File: src/rtl/bit_rev_loader.sv
// One 1024-point bit-reversal pass: walks the bit-reversal ROM, reads the sample RAM at the
// reversed addresses and writes the samples in natural order into the FFT RAM, two per cycle.
module bit_rev_loader #(
    parameter int DATA_W = 16,
    parameter int IDX_W  = 9,
    parameter int PTR_W  = 10
) (
    input  logic              Clk,
    input  logic              Reset_n,
    input  logic              Start,
    output logic [IDX_W-1:0]  RomAddr,
    input  logic [PTR_W-1:0]  RomDoutA,
    input  logic [PTR_W-1:0]  RomDoutB,
    output logic [PTR_W-1:0]  SrcAddrA,
    output logic [PTR_W-1:0]  SrcAddrB,
    input  logic [DATA_W-1:0] SrcDataA,
    input  logic [DATA_W-1:0] SrcDataB,
    output logic              DstWe,
    output logic [PTR_W-1:0]  DstAddrA,
    output logic [PTR_W-1:0]  DstAddrB,
    output logic [DATA_W-1:0] DstDataA,
    output logic [DATA_W-1:0] DstDataB,
    output logic              Busy,
    output logic              Done,
    output logic [1:0]        dbg_state
);

    // Handshake: Start is a level sampled only in IDLE; Done is a one-cycle pulse and
    // DstWe qualifies DstAddr*/DstData* in the same cycle, with no backpressure.
    typedef enum logic [1:0] {IDLE = 2'd0, RUN = 2'd1, DRAIN = 2'd2, DONE = 2'd3} state_t;

    localparam logic [IDX_W-1:0] IDX_LAST = {IDX_W{1'b1}};

    state_t           state;
    state_t           state_nxt;
    logic [IDX_W-1:0] idx;
    logic [1:0]       drain_cnt;
    logic             v1, v2, v3;
    logic [IDX_W-1:0] i1, i2, i3;

    always_comb begin
        state_nxt = state;
        case (state)
            IDLE:    if (Start) state_nxt = RUN;
            RUN:     if (idx == IDX_LAST) state_nxt = DRAIN;
            DRAIN:   if (drain_cnt == 2'd2) state_nxt = DONE;
            DONE:    state_nxt = IDLE;
            default: state_nxt = IDLE;
        endcase
    end

    // idx parks on the last index through DRAIN/DONE so no wrap to 0 is ever issued.
    always_ff @(posedge Clk or negedge Reset_n) begin
        if (!Reset_n) begin
            state     <= IDLE;
            idx       <= '0;
            drain_cnt <= 2'd0;
        end else begin
            state <= state_nxt;
            case (state)
                IDLE: begin
                    idx       <= '0;
                    drain_cnt <= 2'd0;
                end
                RUN: begin
                    if (idx != IDX_LAST) idx <= idx + 1'b1;
                    drain_cnt <= 2'd0;
                end
                DRAIN:   drain_cnt <= drain_cnt + 2'd1;
                DONE:    idx <= '0;
                default: idx <= '0;
            endcase
        end
    end

    // Index and valid travel together: ROM latency, then source-address register, then RAM latency.
    always_ff @(posedge Clk or negedge Reset_n) begin
        if (!Reset_n) begin
            v1       <= 1'b0;
            v2       <= 1'b0;
            v3       <= 1'b0;
            i1       <= '0;
            i2       <= '0;
            i3       <= '0;
            SrcAddrA <= '0;
            SrcAddrB <= '0;
        end else begin
            v1 <= (state == RUN);
            i1 <= idx;
            v2 <= v1;
            i2 <= i1;
            v3 <= v2;
            i3 <= i2;
            if (v1) begin
                SrcAddrA <= RomDoutA;
                SrcAddrB <= RomDoutB;
            end
        end
    end

    always_comb begin
        RomAddr   = idx;
        Busy      = (state == RUN) || (state == DRAIN);
        Done      = (state == DONE);
        dbg_state = state;
        DstWe     = v3;
        DstAddrA  = v3 ? {i3, 1'b0} : '0;
        DstAddrB  = v3 ? {i3, 1'b1} : '0;
        DstDataA  = v3 ? SrcDataA : '0;
        DstDataB  = v3 ? SrcDataB : '0;
    end

endmodule

File: config.mk
export PLATFORM = sky130hd
export DESIGN_NAME = bit_rev_loader
export DESIGN_NICKNAME = d
export VERILOG_FILES = /design/src/rtl/bit_rev_loader.sv
export SDC_FILE = /design/constraint.sdc
export NUM_CORES = 1
export LEC_CHECK = 0
export ABC_AREA = 1
export ABC_CLOCK_PERIOD_IN_PS = 3200
export CORE_MARGIN = 4
export CORE_UTILIZATION = 42
export DETAILED_ROUTE_END_ITERATION = 10
export PLACE_DENSITY = 0.85
export SLEW_MARGIN = 15
export SYNTH_ARGS = -nofsm -noshare
export SYNTH_HDL_FRONTEND = slang
export SYNTH_SLANG_ARGS = --single-unit
File: constraint.sdc
create_clock -name Clk -period 3.2 [get_ports Clk]
set_input_delay 0.64 -clock Clk [delete_from_list [all_inputs] [get_ports Clk]]
set_output_delay 0.64 -clock Clk [all_outputs]
set_load 0.005 [all_outputs]
==> results by group, run 1 <==
Outcome
  – Status: finished clean

CTS
  – CTS clock-pin slew for the worst setup and hold paths: around 0.06 ns
  – Post-CTS Repair Setup Buffers: 0
  – TritonCTS buffer count: 9
  – Clock Latency Late Sink: roughly 0.34 ns
  – Post-CTS resize count: 0
  – CTS H-tree lvls: 3
  – Clk sinks: between 60 and 70
  – Maximum buffer depth of the clock tree: 2
  – CTS root buf: clkbuf_8
  – CTS Hold Buffers Added: 0
  – TritonCTS clock tree: built

Layout
  – Nets: between 400 and 500
  – Area grow syn2layout: 59.4%
  – Non-Filler Instances: 480
  – Antenna diodes: 0
  – Filler Cells Inserted: about 450
  – Utilization after layout: 0.703
  – Layout cell share with drive strength beyond 1: 0.106

Power and ir drop
  – Cell Pwr Density: approximately 770 nW/um2
  – P_leak: approximately 2.2 nW
  – Maximum vdd drop: about 0.66 mV

Synth
  – Library cells used by synthesis: 23
  – Mean Syn Cell Area: 10.1 um2
  – Asr flop ratio synth: 1.00
  – Post-synthesis cell area: 2680 um2
  – Post-synth EDFFs: 0
  – Syn_nets: roughly 330
  – Sequential share of the synthesized area: 0.589
  – Top_reg_cell synth: dfrtp_1
  – Post-synthesis instance total: 266
  – Synth top cells by count: 66 x nand2_1, 63 x dfrtp_1, 59 x inv_1
  – Top cell type's share of synthesized area: 0.589
  – Yosys reg bits: 63
  – Largest cells by area after synthesis: dfrtp_1 59%, nand2_1 9.3%, mux2_2 8.4%
  – Synth warn: 0
  – Top-count cell post-synth: nand2_1
  – Cell taking the most area after synthesis: dfrtp_1

Global route
  – Initial antenna violation count: 0
  – Number of global-route vias before repair: around 2,100
  – GRT Total Usage: 0.172
  – Largest net degree at the start of global routing: 34
  – GRT overflow: 0
  – First-pass GRT wire length: roughly 10000 um

Timing
  – WHS: 0.347 ns
  – Fin. Hold Viols: 0
  – Skew final: about 0.0056 ns
  – Total negative setup slack: 0 ns
  – Min Clock Period, post-route: 2.55 ns
  – Slew Limit Headroom: 0.458
  – RSZ-0062 raised after global routing: false
  – Period Utilization, post-route: 0.798
  – Final Max Tran Viols: 0
  – Fmax: between 300 and 400 MHz
  – Worst setup margin: ~0.65 ns
  – Setup violators final: 0
  – Tightest Pin Transition: approximately 0.8 ns

Worst setup path
  – Crit-path cells: buf_4, nand2_1, inv_1, clkdlybuf4s50_1
  – Crit-path leading delay family: buffers and inverters
  – CP Max Fanout: 31
  – Reg-to-reg critical path startpoint: RomAddr[1]
  – Worst Setup SP: DstWe
  – Crit Path Category: reg2out
  – Startpoint types: flop
  – CP Capture Type: primary output
  – Critical Path Slowest Stage Cell: dfrtp_1
  – Slowest Stage Delay on Critical Path: roughly 0.55 ns
  – Req. time, crit path: 2.56 ns
  – CP arrival: 1.91 ns
  – Crit path buffers/inverters: 3

Routing
  – Final WL: roughly 6300 um
  – DR vias/cell: around 4.5
  – # DRC: 0
  – Wire per inst: 13.2 um
  – Metal-1 WL: approximately 2100 um
  – Met2 wire length: around 3400 um
  – Initial DRC Count: 72
  – Drt pass-1 iters: 5
  – WL met3: between 600 and 700 um
  – Antenna-violating nets left: 0
  – Top Metal Used: met4
  – Vias: about 2,100

Floorplanning
  – Site Rows: 28
  – Die area: around 7700 um2
  – Core area: 6060 um2
  – I/O pin count: 141
  – Starting Density: 0.441
  – Die width: 87.8 um
  – Chip Height: between 80 and 90 um

Placement
  – Placed insts: 464
  – Gpl congestion: between 0.7 and 0.8
  – Worst slack at placement: ~0.83 ns
  – Detailed placement HPWL: 5070 um
  – PortBufs: roughly 140

Hold path
  – Tightest Hold Check Type: in2async

Flow run
  – Max_cap viols: 0
[worst reg2reg max path, delay by kind of cell (launching register included)]
kind | cells | cell delay [ns]
simple gates | 8 | 1.02
fa+ha+maj | 2 | 0.45
buf+inv | 2 | 0.10
flops | 1 | 0.44
[area by class of cell]
type                       instances  area, um2  share of cell area
sequential                        63       1580               0.370
clock buffer                      10        128              0.0299
tap                               75       93.8              0.0220
clock inverter                     6       85.1              0.0200
timing repair buffer             142       1410               0.330
inverter                          59        221              0.0520
multi-input combinational        125        749               0.176
[kinds of logic (layout without fill, tap and decap cells)]
| group | count (synthesis) | after routing | synth area share |
|---|---|---|---|
| AO/OA/AOI/OAI | 10 | 10 | 0.0225 |
| XOR/XNOR | 1 | 1 | 0.00327 |
| adder cells (fa/ha/maj) | 8 | 8 | 0.0374 |
| buffers and inverters | 78 | 217 | 0.130 |
| flip-flops | 63 | 63 | 0.589 |
| multiplexers | 20 | 20 | 0.0842 |
| other | 1 | 1 | 0.00140 |
| AND/OR/NAND/NOR | 85 | 85 | 0.131 |
[power by group]
| group | switching (mW) | internal, mW |
|---|---|---|
| registers | 0.179 | 1.01 |
| clock network | 0.296 | 0.435 |
| logic | 0.542 | 0.835 |
| total | 1.02 | 2.28 |
[worst paths after layout]
check / to / slack (ns) / cells after the start
max: DstDataA[2] / 0.65 / 4
min: SrcAddrB[2] / 0.35 / 1
max reg2reg: RomAddr[5] / 1.15 / 12
min reg2reg: i3[1] / 0.35 / 0
max in group asynchronous: DstWe / 2.13 / 2
min in group Clk: i3[1] / 0.35 / 0
[cells in the final DEF (no fill, tap or decap), types with 2 or more instances in the layout]
master / n
clkbuf_8: 9
ha_1: 8
bufinv_16: 2
inv_1: 59
nor2_1: 7
mux2_2: 20
a22o_1: 2
nand2_1: 66
clkinv_2: 2
o21ai_0: 5
clkdlybuf4s50_1: 138
clkinvlp_4: 2
a21oi_1: 2
buf_4: 3
nand4_1: 2
dfrtp_1: 63
nand3_1: 5
[stage by stage]
step                      total power [mW]  instance area [um2]
after global placement                2.55                 4050
after floorplan                       1.83                 2680
after global routing                  3.53                 4260
after detailed placement              2.60                 4050
after CTS                             3.34                 4260
final                                 3.30                 4260
[metal layers]
metal  global-route usage  vias up
met5                    0        -
met4               0.0586        0
met3               0.0611       11
met2                0.332       84
met1                0.166     1003
li1                     -     1044
[registers in the layout (all words and copies together), names as in the netlist]
signal     cells
SrcAddrA      10
SrcAddrB      10
RomAddr        9
i1             9
i2             9
i3             9
dbg_state      2
drain_cnt      2
DstWe          1
v1             1
v2             1
Power figures use the tool's default switching activity.
==> run 2, diff against run 1 <==
ABC_CLOCK_PERIOD_IN_PS = 2350   (was 3200)
CORE_UTILIZATION = 39   (was 42)
PLACE_DENSITY = 0.8   (was 0.85)
clock period = 2.35 ns   (was 3.2 ns; I/O delays follow)
==> results by group, run 2 (same netlist as run 1, synthesis figures left out) <==
Routing
  – DR vias/cell: 4.40 (was 4.46)
  – Final WL: 6430 um (was 6320 um)
  – Drt pass-1 iters: 4 (was 5)
  – # DRC: 0 (unchanged)
  – Initial DRC Count: 60 (was 72)
  – Wire per inst: 13.3 um (was 13.2 um)
  – Vias: 2,130 (was 2,142)
  – Antenna-violating nets left: 0 (unchanged)

Timing
  – WHS: 0.194 ns (was 0.347 ns)
  – Tightest Pin Transition: 0.758 ns (was 0.813 ns)
  – Min Clock Period, post-route: ~2.2 ns
  – Skew final: 0.00505 ns (was 0.00556 ns)
  – Slew Limit Headroom: 0.495 (was 0.458)
  – Fmax: 455 MHz
  – Total negative setup slack: 0 ns (unchanged)
  – RSZ-0062 raised after global routing: false (unchanged)
  – Fin. Hold Viols: 0 (unchanged)
  – Final Max Tran Viols: 0 (unchanged)
  – Setup violators final: 0 (unchanged)
  – Period Utilization, post-route: 0.935

CTS
  – Maximum buffer depth of the clock tree: 2 (unchanged)
  – Clk sinks: 63 (unchanged)
  – TritonCTS clock tree: built (unchanged)
  – CTS clock-pin slew for the worst setup and hold paths: 0.07 ns (was 0.06 ns)
  – CTS H-tree lvls: 3 (unchanged)
  – Clock Latency Late Sink: 0.34 ns (about the same)
  – CTS root buf: clkbuf_8 (unchanged)
  – TritonCTS buffer count: 9 (unchanged)
  – Post-CTS Repair Setup Buffers: 0 (unchanged)

Layout
  – Storage cell area: 1580 um2 (about the same)
  – Post-route cell area: 4320 um2 (was 4260 um2)
  – Biggest regs: SrcAddrA (10), SrcAddrB (10) (unchanged)
  – Filler Cells Inserted: 525 (was 454)
  – Layout cell share with drive strength beyond 1: 0.115 (was 0.106)
  – Nets: 465 (was 463)
  – Non-Filler Instances: 484 (was 480)
  – Most frequent cells in the layout: 138 x clkdlybuf4s50_1, 66 x nand2_1, 62 x dfrtp_1, 59 x inv_1, 20 x mux2_2 (was 138 x clkdlybuf4s50_1, 66 x nand2_1, 63 x dfrtp_1, 59 x inv_1, 20 x mux2_2)
  – Antenna diodes: 0 (unchanged)
  – Area occupied by multi-input gates: 749 um2 (unchanged)
  – Commonest non-fill, non-tap cell in the layout: clkdlybuf4s50_1 (unchanged)
  – Area grow syn2layout: 61.6% (was 59.4%)

Floorplanning
  – Starting Density: 0.412 (was 0.441)
  – Chip Height: 90.8 um (was 87.8 um)
  – Site Rows: 29 (was 28)
  – Core area: 6490 um2 (was 6060 um2)
  – Die area: 8250 um2 (was 7710 um2)
  – I/O pin count: 141 (unchanged)
  – Die width: 90.8 um (was 87.8 um)

Global route
  – Number of global-route vias before repair: 2,183 (was 2,113)
  – First-pass GRT wire length: 10,800 um (was 9970 um)
  – Initial antenna violation count: 0 (unchanged)
  – Largest net degree at the start of global routing: 35 (was 34)
  – GRT Total Usage: 0.167 (was 0.172)
  – GRT overflow: 0 (unchanged)

Placement
  – Detailed placement HPWL: 5060 um (was 5070 um)
  – Gpl congestion: 0.800 (was 0.766)
  – PortBufs: 139 (unchanged)
  – Placed inst area: 4090 um2 (was 4050 um2)
  – Placed insts: 468 (was 464)

Outcome
  – Status: finished clean (unchanged)

Worst setup path
  – Crit Path Category: reg2out (unchanged)
  – CP Capture Type: primary output (unchanged)
  – Req. time, crit path: 1.88 ns (was 2.56 ns)
  – CP Max Fanout: 6 (was 31)
  – Reg-to-reg critical path startpoint: RomAddr[1] (unchanged)
  – Worst Setup SP: dbg_state[0] (was DstWe)
  – CP arrival: 1.73 ns (was 1.91 ns)
  – Startpoint types: flop (unchanged)

Power and ir drop
  – P_leak: 2.23 nW (was 2.20 nW)
  – Maximum vdd drop: 0.817 mV (was 0.659 mV)
  – Cell Pwr Density: 1070 nW/um2 (was 773 nW/um2)

Hold path
  – Tightest Hold Check Type: in2async (unchanged)

Flow run
  – Max_cap viols: 0 (unchanged)
## run 2: changes by cell type in the layout (fill, tap and decap cells not counted), moves of 2 or more
| cell | change |
|---|---|
| buf_12 | +2 |
| clkinv_2 | -2 |
| clkinv_4 | +2 |
| clkinvlp_4 | -2 |
| inv_6 | +3 |
## run 2: report_power, final
| group | leakage [nW] | switching (mW) | internal (mW) |
|---|---|---|---|
| registers | 0.823 | 0.191 | 1.38 |
| logic | 1.29 | 0.797 | 1.18 |
| clock network | 0.115 | 0.450 | 0.611 |
## run 2: layout make-up
cell class,instances,share of cell area
multi-input cells,125,0.173
flip-flops and latches,63,0.365
clock inverters,7,0.0240
repair buffers,144,0.335
well taps,77,0.0223
inverters,59,0.0512
clock buffers,9,0.0287
## run 2: worst max-delay path, cell delays in order, from the launching register on
cell	delay [ns]
dfrtp_1	0.46
inv_1	0.09
ha_1	0.33
clkdlybuf4s50_1	0.51
## run 2: path summary, 6_finish.rpt
path,cells after the start,to,slack (ns)
max in group asynchronous,2,SrcAddrA[6],1.54
hold / removal,1,SrcAddrB[2],0.19
hold reg to reg,0,i2[8],0.35
min in group Clk,0,i2[8],0.35
setup / recovery,3,Busy,0.15
setup reg to reg,12,RomAddr[5],0.34
## run 2: what timing repair did
action,in CTS,in global routing
setup endpoints to repair,0,22
hold buffers,0,0
gates resized for setup,0,1
## run 2: metal layers
layer  wire [um]  vias up  global-route usage  share of wire
met3         488       12              0.0542          0.076
li1            -     1048                   -              -
met4         119        0              0.0716          0.019
met1        2410      980               0.177           0.37
met5           0        -                   0              0
met2        3410       90               0.303           0.53
## run 2: through the flow
step,power [mW],util,worst slack [ns]
after global placement,3.52,0.630,0.333
after CTS,4.69,0.665,0.0552
final,4.61,0.665,0.152
after floorplan,2.49,-,0.694
after detailed placement,3.60,0.630,0.321
after global routing,4.96,0.665,0.0173
==> run 3, diff against run 2 <==
SLEW_MARGIN = 10   (was 15)
==> results of run 3 <==
No change in the layout: final DEF, timing and power equal those of run 2.
